## config.mk

```make
export PLATFORM = sky130hd
export DESIGN_NAME = instr_fetch_unit_flat
export DESIGN_NICKNAME = d
export VERILOG_FILES = /design/src/rtl/instr_fetch_unit_if.sv /design/src/rtl/instr_fetch_unit.sv /design/src/flat_wrapper.sv
export SDC_FILE = /design/constraint.sdc
export NUM_CORES = 1
export LEC_CHECK = 0
export ABC_AREA = 1
export CORE_MARGIN = 4
export CORE_UTILIZATION = 47
export CTS_BUF_LIST = sky130_fd_sc_hd__clkbuf_8 sky130_fd_sc_hd__clkbuf_16
export CTS_CLUSTER_DIAMETER = 60
export DETAILED_ROUTE_END_ITERATION = 8
export PLACE_DENSITY_LB_ADDON = 0.1
export SLEW_MARGIN = 20
export SYNTH_ARGS = -nofsm -noshare
export SYNTH_HDL_FRONTEND = slang
export SYNTH_SLANG_ARGS = --single-unit
export TNS_END_PERCENT = 1
```

## constraint.sdc

```tcl
create_clock -name clk_i -period 1.8 [get_ports clk_i]
set_input_delay 0.36 -clock clk_i [delete_from_list [all_inputs] [get_ports clk_i]]
set_output_delay 0.36 -clock clk_i [all_outputs]
set_load 0.02 [all_outputs]
```

## src/rtl/instr_fetch_unit_if.sv

```systemverilog
// Fetch-unit bus bundle: instruction-memory handshake, execute redirect and decode-side outputs.
// master = fetch unit, slave = surrounding pipeline / memory.
interface instr_fetch_unit_if #(
  parameter int AW = 32
);
  logic          imem_req;
  logic [AW-1:0] imem_addr;
  logic          imem_ack;
  logic [31:0]   imem_rdata;
  logic          stall;
  logic          id_ready;
  logic          branch_taken;
  logic [AW-1:0] branch_target;
  logic          instr_valid;
  logic [31:0]   instr;
  logic [3:0]    opcode;
  logic [3:0]    rd;
  logic [3:0]    rs1;
  logic [3:0]    rs2;
  logic [15:0]   imm;
  logic [AW-1:0] instr_pc;

  modport master (
    output imem_req, imem_addr, instr_valid, instr, opcode, rd, rs1, rs2, imm, instr_pc,
    input  imem_ack, imem_rdata, stall, id_ready, branch_taken, branch_target
  );

  modport slave (
    input  imem_req, imem_addr, instr_valid, instr, opcode, rd, rs1, rs2, imm, instr_pc,
    output imem_ack, imem_rdata, stall, id_ready, branch_taken, branch_target
  );
endinterface

```

## src/rtl/instr_fetch_unit.sv

```systemverilog
// Instruction fetch stage: PC, single-outstanding imem handshake, instruction register and field split.
// Optional IFU_MISALIGN_TRAP_EN: misaligned branch targets raise a sticky fetch_fault_o and park the unit.
module instr_fetch_unit #(
  parameter int              AW        = 32,
  parameter logic [AW-1:0]   RESET_PC  = '0,
  parameter logic [31:0]     NOP_INSTR = 32'h4000_0000
) (
  input  logic               clk_i,
  input  logic               rst_n_i,
`ifdef IFU_MISALIGN_TRAP_EN
  output logic               fetch_fault_o,
`endif
  instr_fetch_unit_if.master bus
);

  // state   | meaning
  // S_IDLE  | one cycle after reset release; parked here after a fetch fault
  // S_FETCH | request outstanding or about to be raised for pc
  // S_VALID | instruction register holds a live word waiting for decode
  typedef enum logic [1:0] {
    S_IDLE  = 2'd0,
    S_FETCH = 2'd1,
    S_VALID = 2'd2
  } state_e;

  state_e        state_q, state_d;
  logic [AW-1:0] pc_q, pc_d;
  logic [AW-1:0] addr_q, addr_d;
  logic [AW-1:0] instr_pc_q, instr_pc_d;
  logic [31:0]   instr_q, instr_d;
  logic          req_q, req_d;
  logic          valid_q, valid_d;
  logic          kill_q, kill_d;
  logic          fault_q, fault_d;

  logic          ack_w;
  logic          consume_w;
  logic          misalign_w;
  logic [AW-1:0] target_w;

  // An ack only counts against a request we actually have outstanding.
  assign ack_w     = req_q & bus.imem_ack;
  assign consume_w = bus.id_ready & ~bus.stall;

`ifdef IFU_MISALIGN_TRAP_EN
  assign misalign_w = |bus.branch_target[1:0];
  assign target_w   = bus.branch_target;
`else
  assign misalign_w = 1'b0;
  assign target_w   = bus.branch_target & ~AW'(3);
`endif

  always_comb begin
    state_d    = state_q;
    pc_d       = pc_q;
    addr_d     = addr_q;
    instr_pc_d = instr_pc_q;
    instr_d    = instr_q;
    req_d      = req_q;
    valid_d    = valid_q;
    kill_d     = kill_q;
    fault_d    = fault_q;

    if (bus.branch_taken && misalign_w) begin
      fault_d = 1'b1;
      state_d = S_IDLE;
      req_d   = 1'b0;
      valid_d = 1'b0;
      instr_d = NOP_INSTR;
      kill_d  = 1'b0;
    end else begin
      case (state_q)
        S_IDLE: begin
          if (bus.branch_taken) pc_d = target_w;
          if (!fault_q) state_d = S_FETCH;
        end
        S_FETCH: begin
          if (!req_q) begin
            req_d  = 1'b1;
            addr_d = pc_q;
          end
          if (ack_w) begin
            req_d = 1'b0;
            if (bus.branch_taken) begin
              pc_d   = target_w;
              kill_d = 1'b0;
            end else if (kill_q) begin
              kill_d = 1'b0;
            end else begin
              instr_d    = bus.imem_rdata;
              instr_pc_d = pc_q;
              pc_d       = pc_q + AW'(4);
              valid_d    = 1'b1;
              state_d    = S_VALID;
            end
          end else if (bus.branch_taken) begin
            // Request already on the bus keeps its address; its data is dropped on return.
            pc_d   = target_w;
            kill_d = 1'b1;
          end
        end
        S_VALID: begin
          if (bus.branch_taken) begin
            pc_d    = target_w;
            valid_d = 1'b0;
            instr_d = NOP_INSTR;
            state_d = S_FETCH;
          end else if (consume_w) begin
            valid_d = 1'b0;
            instr_d = NOP_INSTR;
            state_d = S_FETCH;
          end
        end
        default: state_d = S_IDLE;
      endcase
    end
  end

  always_ff @(posedge clk_i) begin
    if (!rst_n_i) begin
      state_q    <= S_IDLE;
      pc_q       <= RESET_PC;
      addr_q     <= RESET_PC;
      instr_pc_q <= '0;
      instr_q    <= NOP_INSTR;
      req_q      <= 1'b0;
      valid_q    <= 1'b0;
      kill_q     <= 1'b0;
      fault_q    <= 1'b0;
    end else begin
      state_q    <= state_d;
      pc_q       <= pc_d;
      addr_q     <= addr_d;
      instr_pc_q <= instr_pc_d;
      instr_q    <= instr_d;
      req_q      <= req_d;
      valid_q    <= valid_d;
      kill_q     <= kill_d;
      fault_q    <= fault_d;
    end
  end

  assign bus.imem_req    = req_q;
  assign bus.imem_addr   = addr_q;
  assign bus.instr_valid = valid_q;
  assign bus.instr       = instr_q;
  assign bus.instr_pc    = instr_pc_q;
  assign bus.opcode      = instr_q[31:28];
  assign bus.rd          = instr_q[27:24];
  assign bus.rs1         = instr_q[23:20];
  assign bus.rs2         = instr_q[19:16];
  assign bus.imm         = instr_q[15:0];

`ifdef IFU_MISALIGN_TRAP_EN
  assign fetch_fault_o = fault_q;
`endif

endmodule
```

## src/flat_wrapper.sv

```systemverilog
// flat-port wrapper written by rule: the top's interface ports become plain ports
module instr_fetch_unit_flat 
#(
  parameter int              AW        = 32,
  parameter logic [AW-1:0]   RESET_PC  = '0,
  parameter logic [31:0]     NOP_INSTR = 32'h4000_0000
)
  (clk_i, rst_n_i, bus_imem_req, bus_imem_addr, bus_instr_valid, bus_instr, bus_opcode, bus_rd, bus_rs1, bus_rs2, bus_imm, bus_instr_pc, bus_imem_ack, bus_imem_rdata, bus_stall, bus_id_ready, bus_branch_taken, bus_branch_target);
  instr_fetch_unit_if #(.AW(AW)) bus_i ();
  input  logic clk_i;
  input  logic rst_n_i;
  output wire logic [$bits(bus_i.imem_req)-1:0] bus_imem_req;
  output wire logic [$bits(bus_i.imem_addr)-1:0] bus_imem_addr;
  output wire logic [$bits(bus_i.instr_valid)-1:0] bus_instr_valid;
  output wire logic [$bits(bus_i.instr)-1:0] bus_instr;
  output wire logic [$bits(bus_i.opcode)-1:0] bus_opcode;
  output wire logic [$bits(bus_i.rd)-1:0] bus_rd;
  output wire logic [$bits(bus_i.rs1)-1:0] bus_rs1;
  output wire logic [$bits(bus_i.rs2)-1:0] bus_rs2;
  output wire logic [$bits(bus_i.imm)-1:0] bus_imm;
  output wire logic [$bits(bus_i.instr_pc)-1:0] bus_instr_pc;
  input wire logic [$bits(bus_i.imem_ack)-1:0] bus_imem_ack;
  input wire logic [$bits(bus_i.imem_rdata)-1:0] bus_imem_rdata;
  input wire logic [$bits(bus_i.stall)-1:0] bus_stall;
  input wire logic [$bits(bus_i.id_ready)-1:0] bus_id_ready;
  input wire logic [$bits(bus_i.branch_taken)-1:0] bus_branch_taken;
  input wire logic [$bits(bus_i.branch_target)-1:0] bus_branch_target;
  assign bus_imem_req = bus_i.imem_req;
  assign bus_imem_addr = bus_i.imem_addr;
  assign bus_instr_valid = bus_i.instr_valid;
  assign bus_instr = bus_i.instr;
  assign bus_opcode = bus_i.opcode;
  assign bus_rd = bus_i.rd;
  assign bus_rs1 = bus_i.rs1;
  assign bus_rs2 = bus_i.rs2;
  assign bus_imm = bus_i.imm;
  assign bus_instr_pc = bus_i.instr_pc;
  assign bus_i.imem_ack = bus_imem_ack;
  assign bus_i.imem_rdata = bus_imem_rdata;
  assign bus_i.stall = bus_stall;
  assign bus_i.id_ready = bus_id_ready;
  assign bus_i.branch_taken = bus_branch_taken;
  assign bus_i.branch_target = bus_branch_target;
  instr_fetch_unit #(.AW(AW), .RESET_PC(RESET_PC), .NOP_INSTR(NOP_INSTR)) u_core (.clk_i(clk_i), .rst_n_i(rst_n_i), .bus(bus_i));
endmodule
```

==> run_results.csv <==
group,metric,value,unit
worst_setup_path,critPathMaxFanout,3,
cts,clkTransAtPathRegs,0.05,ns
finish,drive_gt1_share,10.12,%
global_routing,grt_use_total,24.81,%
sta,period_needed,1.758,ns
worst_setup_path,rrSetupSlack,0.10,ns
finish,nets,1187,
finish,num_antenna_cells,0,
yosys,synth.top_cells.by_area,"dfxtp_1 (42%), nand2_1 (14%), a21oi_1 (12%)",
worst_hold_path,hold_path.class,"flip-flop to flip-flop",
global_routing,grt_antenna_before_repair,0,
worst_setup_path,r2r_start,"u_core.state_q[0]$_SDFFE_PN0P_",
die,die_width,124.6,um
worst_setup_path,cp.arrival,1.40,ns
worst_setup_path,worstRegToRegCells,7,
cts,cts_hold_buf,0,
detailed_routing,wl,19820,um
die,die_area,15510,um2
worst_setup_path,cpMaxStageDelayCell,"clkdlybuf4s50_1",
yosys,syn_area_per_cell,6.858,um2
finish,final_cells,1303,
die,fp.dieH,124.6,um
global_routing,grt_max_degree,49,
yosys,syn_inst,931,
worst_setup_path,r2r-end,"u_core.bus.instr[18]$_SDFFE_PN0P_",
power,power.density,828.9,nW/um2
finish,mostFrequentLayoutCell,"nand2_1",
yosys,syn_nets,1002,
worst_setup_path,cpLargestDelayFamily,"buffers and inverters",
finish,seq_area,2663,um2
global_routing,grt_pass1_wl,31870,um
cts,cts_made_buffers,17,
sta,slew_violations,0,
cts,clock_sinks,133,
detailed_routing,drtIter0Drc,475,
place,dp_slack,-0.2934,ns
power,vdd_drop_max,0.5203,mV
global_routing,grt_pass1_vias,6311,
worst_setup_path,endpoint,"bus_instr[25]",
yosys,synth_cell_type_count,34,
yosys,synth_edf_count,0,
worst_setup_path,crit_required,1.44,ns
worst_setup_path,startpoint,"u_core.bus.instr[25]$_SDFFE_PN0P_",
outcome,status,"complete, no violations",
detailed_routing,post_drt_via_cell_ratio,5.276,
cts,cts_root_buffer,"clkbuf_16",
worst_setup_path,worstSetupPathDepth,1,
sta,hold_viol,0,
cts,cts_buffer_depth,2,
global_routing,grt.overflow.total,0,
worst_setup_path,slowest_delay,0.63,ns
place,numPortBuffers,197,
place,dp.final_hpwl,14140,um
sta,setup_viol,0,
power,p_leak,3.633,nW
worst_setup_path,crit_path_end_kind,"output port",
detailed_routing,vias,6875,
detailed_routing,wl_per_cell,15.21,um
die,ios,200,
place,dp.cells,1273,
sta,worst_slack,0.04176,ns
yosys,yosysTopAreaCellShare,41.70,%
detailed_routing,drcViolationCount,0,
finish,area_delta_synth_final,43.84,%
finish,final_cell_mix,"nand2_1 (245), clkdlybuf4s50_1 (181), a21oi_1 (148)",
sta,finalCritPeriodShare,97.68,%
die,initial_utilization,48.02,%
die,core_area,13300,um2
place,globalplace.congestion,0.9069,
finish,final_area,9184,um2
worst_setup_path,critical_path_buf_inv_count,1,
sta,slew_headroom,71.75,%
yosys,ys_ff_latch,133,
worst_setup_path,worstPathCellList,"clkdlybuf4s50_1",
sta,worst_clock_skew,0.007943,ns
cts,clk_latency,0.42,ns
worst_setup_path,start_kind,"flip-flop",
yosys,synthArstFlopShare,0,%
yosys,yosysWarnings,0,
sta,worst_pin_slew,0.4238,ns
worst_setup_path,crit_type,"flip-flop to output port",
yosys,yosysTopAreaCell,"dfxtp_1",
yosys,synth_top_flop_cell,"dfxtp_1",
die,row_count,42,
place,postPlaceCellArea,8559,um2
cts,htreeDepth,4,
yosys,synthesis.area,6385,um2
yosys,ys_seq_area_share,41.70,%
finish,fillers,1210,
detailed_routing,final_antenna_net_count,0,
run,maxCapViolCount,0,
cts,cts_tree,"yes",
detailed_routing,drt_pass1_iterations,5,
sta,fmax,568.8,MHz
finish,multi_input_area,3009,um2
-- area by class of cell --
type | instances | share of cell area (%)
Multi-Input combinational cell | 656 | 32.77
Clock inverter | 11 | 1.240
Clock buffer | 19 | 4.932
Sequential cell | 133 | 28.99
Inverter | 47 | 1.989
Timing Repair Buffer | 261 | 27.68
Tap cell | 176 | 2.398
-- power breakdown --
group | internal [W] | total, W | switching [W]
Clock | 0.00208 | 0.00333 | 0.00125
Sequential | 0.00306 | 0.00317 | 0.000109
Combinational | 0.000506 | 0.00111 | 0.000609
Total | 0.00564 | 0.00761 | 0.00197
-- worst min-delay path by stage --
| stage | endpoint | cells past startpoint | slack, ns | from |
|---|---|---|---|---|
| global route | u_core.pc_q[0]$_SDFFE_PN0P_ | 2 | 0.47 | u_core.pc_q[0]$_SDFFE_PN0P_ |
| global placement | u_core.pc_q[0]$_SDFFE_PN0P_ | 2 | 0.44 | u_core.pc_q[0]$_SDFFE_PN0P_ |
| detailed placement | u_core.pc_q[0]$_SDFFE_PN0P_ | 2 | 0.44 | u_core.pc_q[0]$_SDFFE_PN0P_ |
| CTS | u_core.pc_q[0]$_SDFFE_PN0P_ | 2 | 0.45 | u_core.pc_q[0]$_SDFFE_PN0P_ |
| floorplan | u_core.pc_q[0]$_SDFFE_PN0P_ | 2 | 0.43 | u_core.pc_q[0]$_SDFFE_PN0P_ |
| finish | u_core.pc_q[0]$_SDFFE_PN0P_ | 2 | 0.45 | u_core.pc_q[0]$_SDFFE_PN0P_ |
-- sequential cells by signal, indices dropped and copies added (netlist names) --
register / cells
u_core.bus.instr_valid: 1
u_core.bus.imem_addr: 32
u_core.bus.instr: 32
u_core.bus.instr_pc: 32
u_core.bus.imem_req: 1
u_core.kill_q: 1
u_core.pc_q: 32
u_core.state_q: 2
-- Yosys cell counts (2+ instances only) --
library cell / count
and2_1: 2
a21oi_1: 148
nand4_1: 8
clkbuf_1: 36
nor2_2: 3
o21ai_0: 20
nand2_1: 245
nor3_1: 2
a31oi_1: 4
buf_6: 7
nor2_1: 70
nand2_2: 5
nand3_1: 132
o211ai_1: 2
nor2_4: 2
buf_4: 32
o22ai_1: 3
inv_1: 42
inv_2: 3
dfxtp_1: 133
buf_2: 16
buf_1: 4
-- per-stage QoR --
step	total power [W]	setup TNS, ns	utilization (%)	hold WS [ns]
after floorplan	0.003811	0	-	0.4289
after global placement	0.004329	-14.38	64.38	0.4406
after detailed placement	0.004338	-14.17	64.38	0.4400
after CTS	0.007640	0	68.63	0.4476
after global routing	0.007905	-0.01832	69.08	0.4666
final	0.007612	0	69.08	0.4494
-- per-layer routing --
metal | part of all wire, % | vias up | track usage, %
li1 | - | 3417 | -
met1 | 44 | 3150 | 31.78
met4 | 2.5 | 0 | 8.704
met2 | 47 | 271 | 40.59
met5 | 0 | - | 0
met3 | 7.3 | 37 | 6.346
-- timing repair --
action / 4_1_cts / 5_1_grt
buffers inserted: 0 / 0
endpoints found under the hold margin: 0 / 0
pin swaps: 0 / 0
endpoints found under the setup margin: 1 / 79
resized for setup: 1 / 23
-- cells by family (layout without fill, tap and decap cells) --
logic type	Yosys count	in the layout	share of synthesized area (%)
and+or+nand+nor	473	473	31.79
buffers and inverters	142	338	11.41
AOI/OAI and AO/OA	182	182	14.91
adders and majority gates	1	1	0.1959
DFF	133	133	41.70
(Power assumes the default switching activity.)
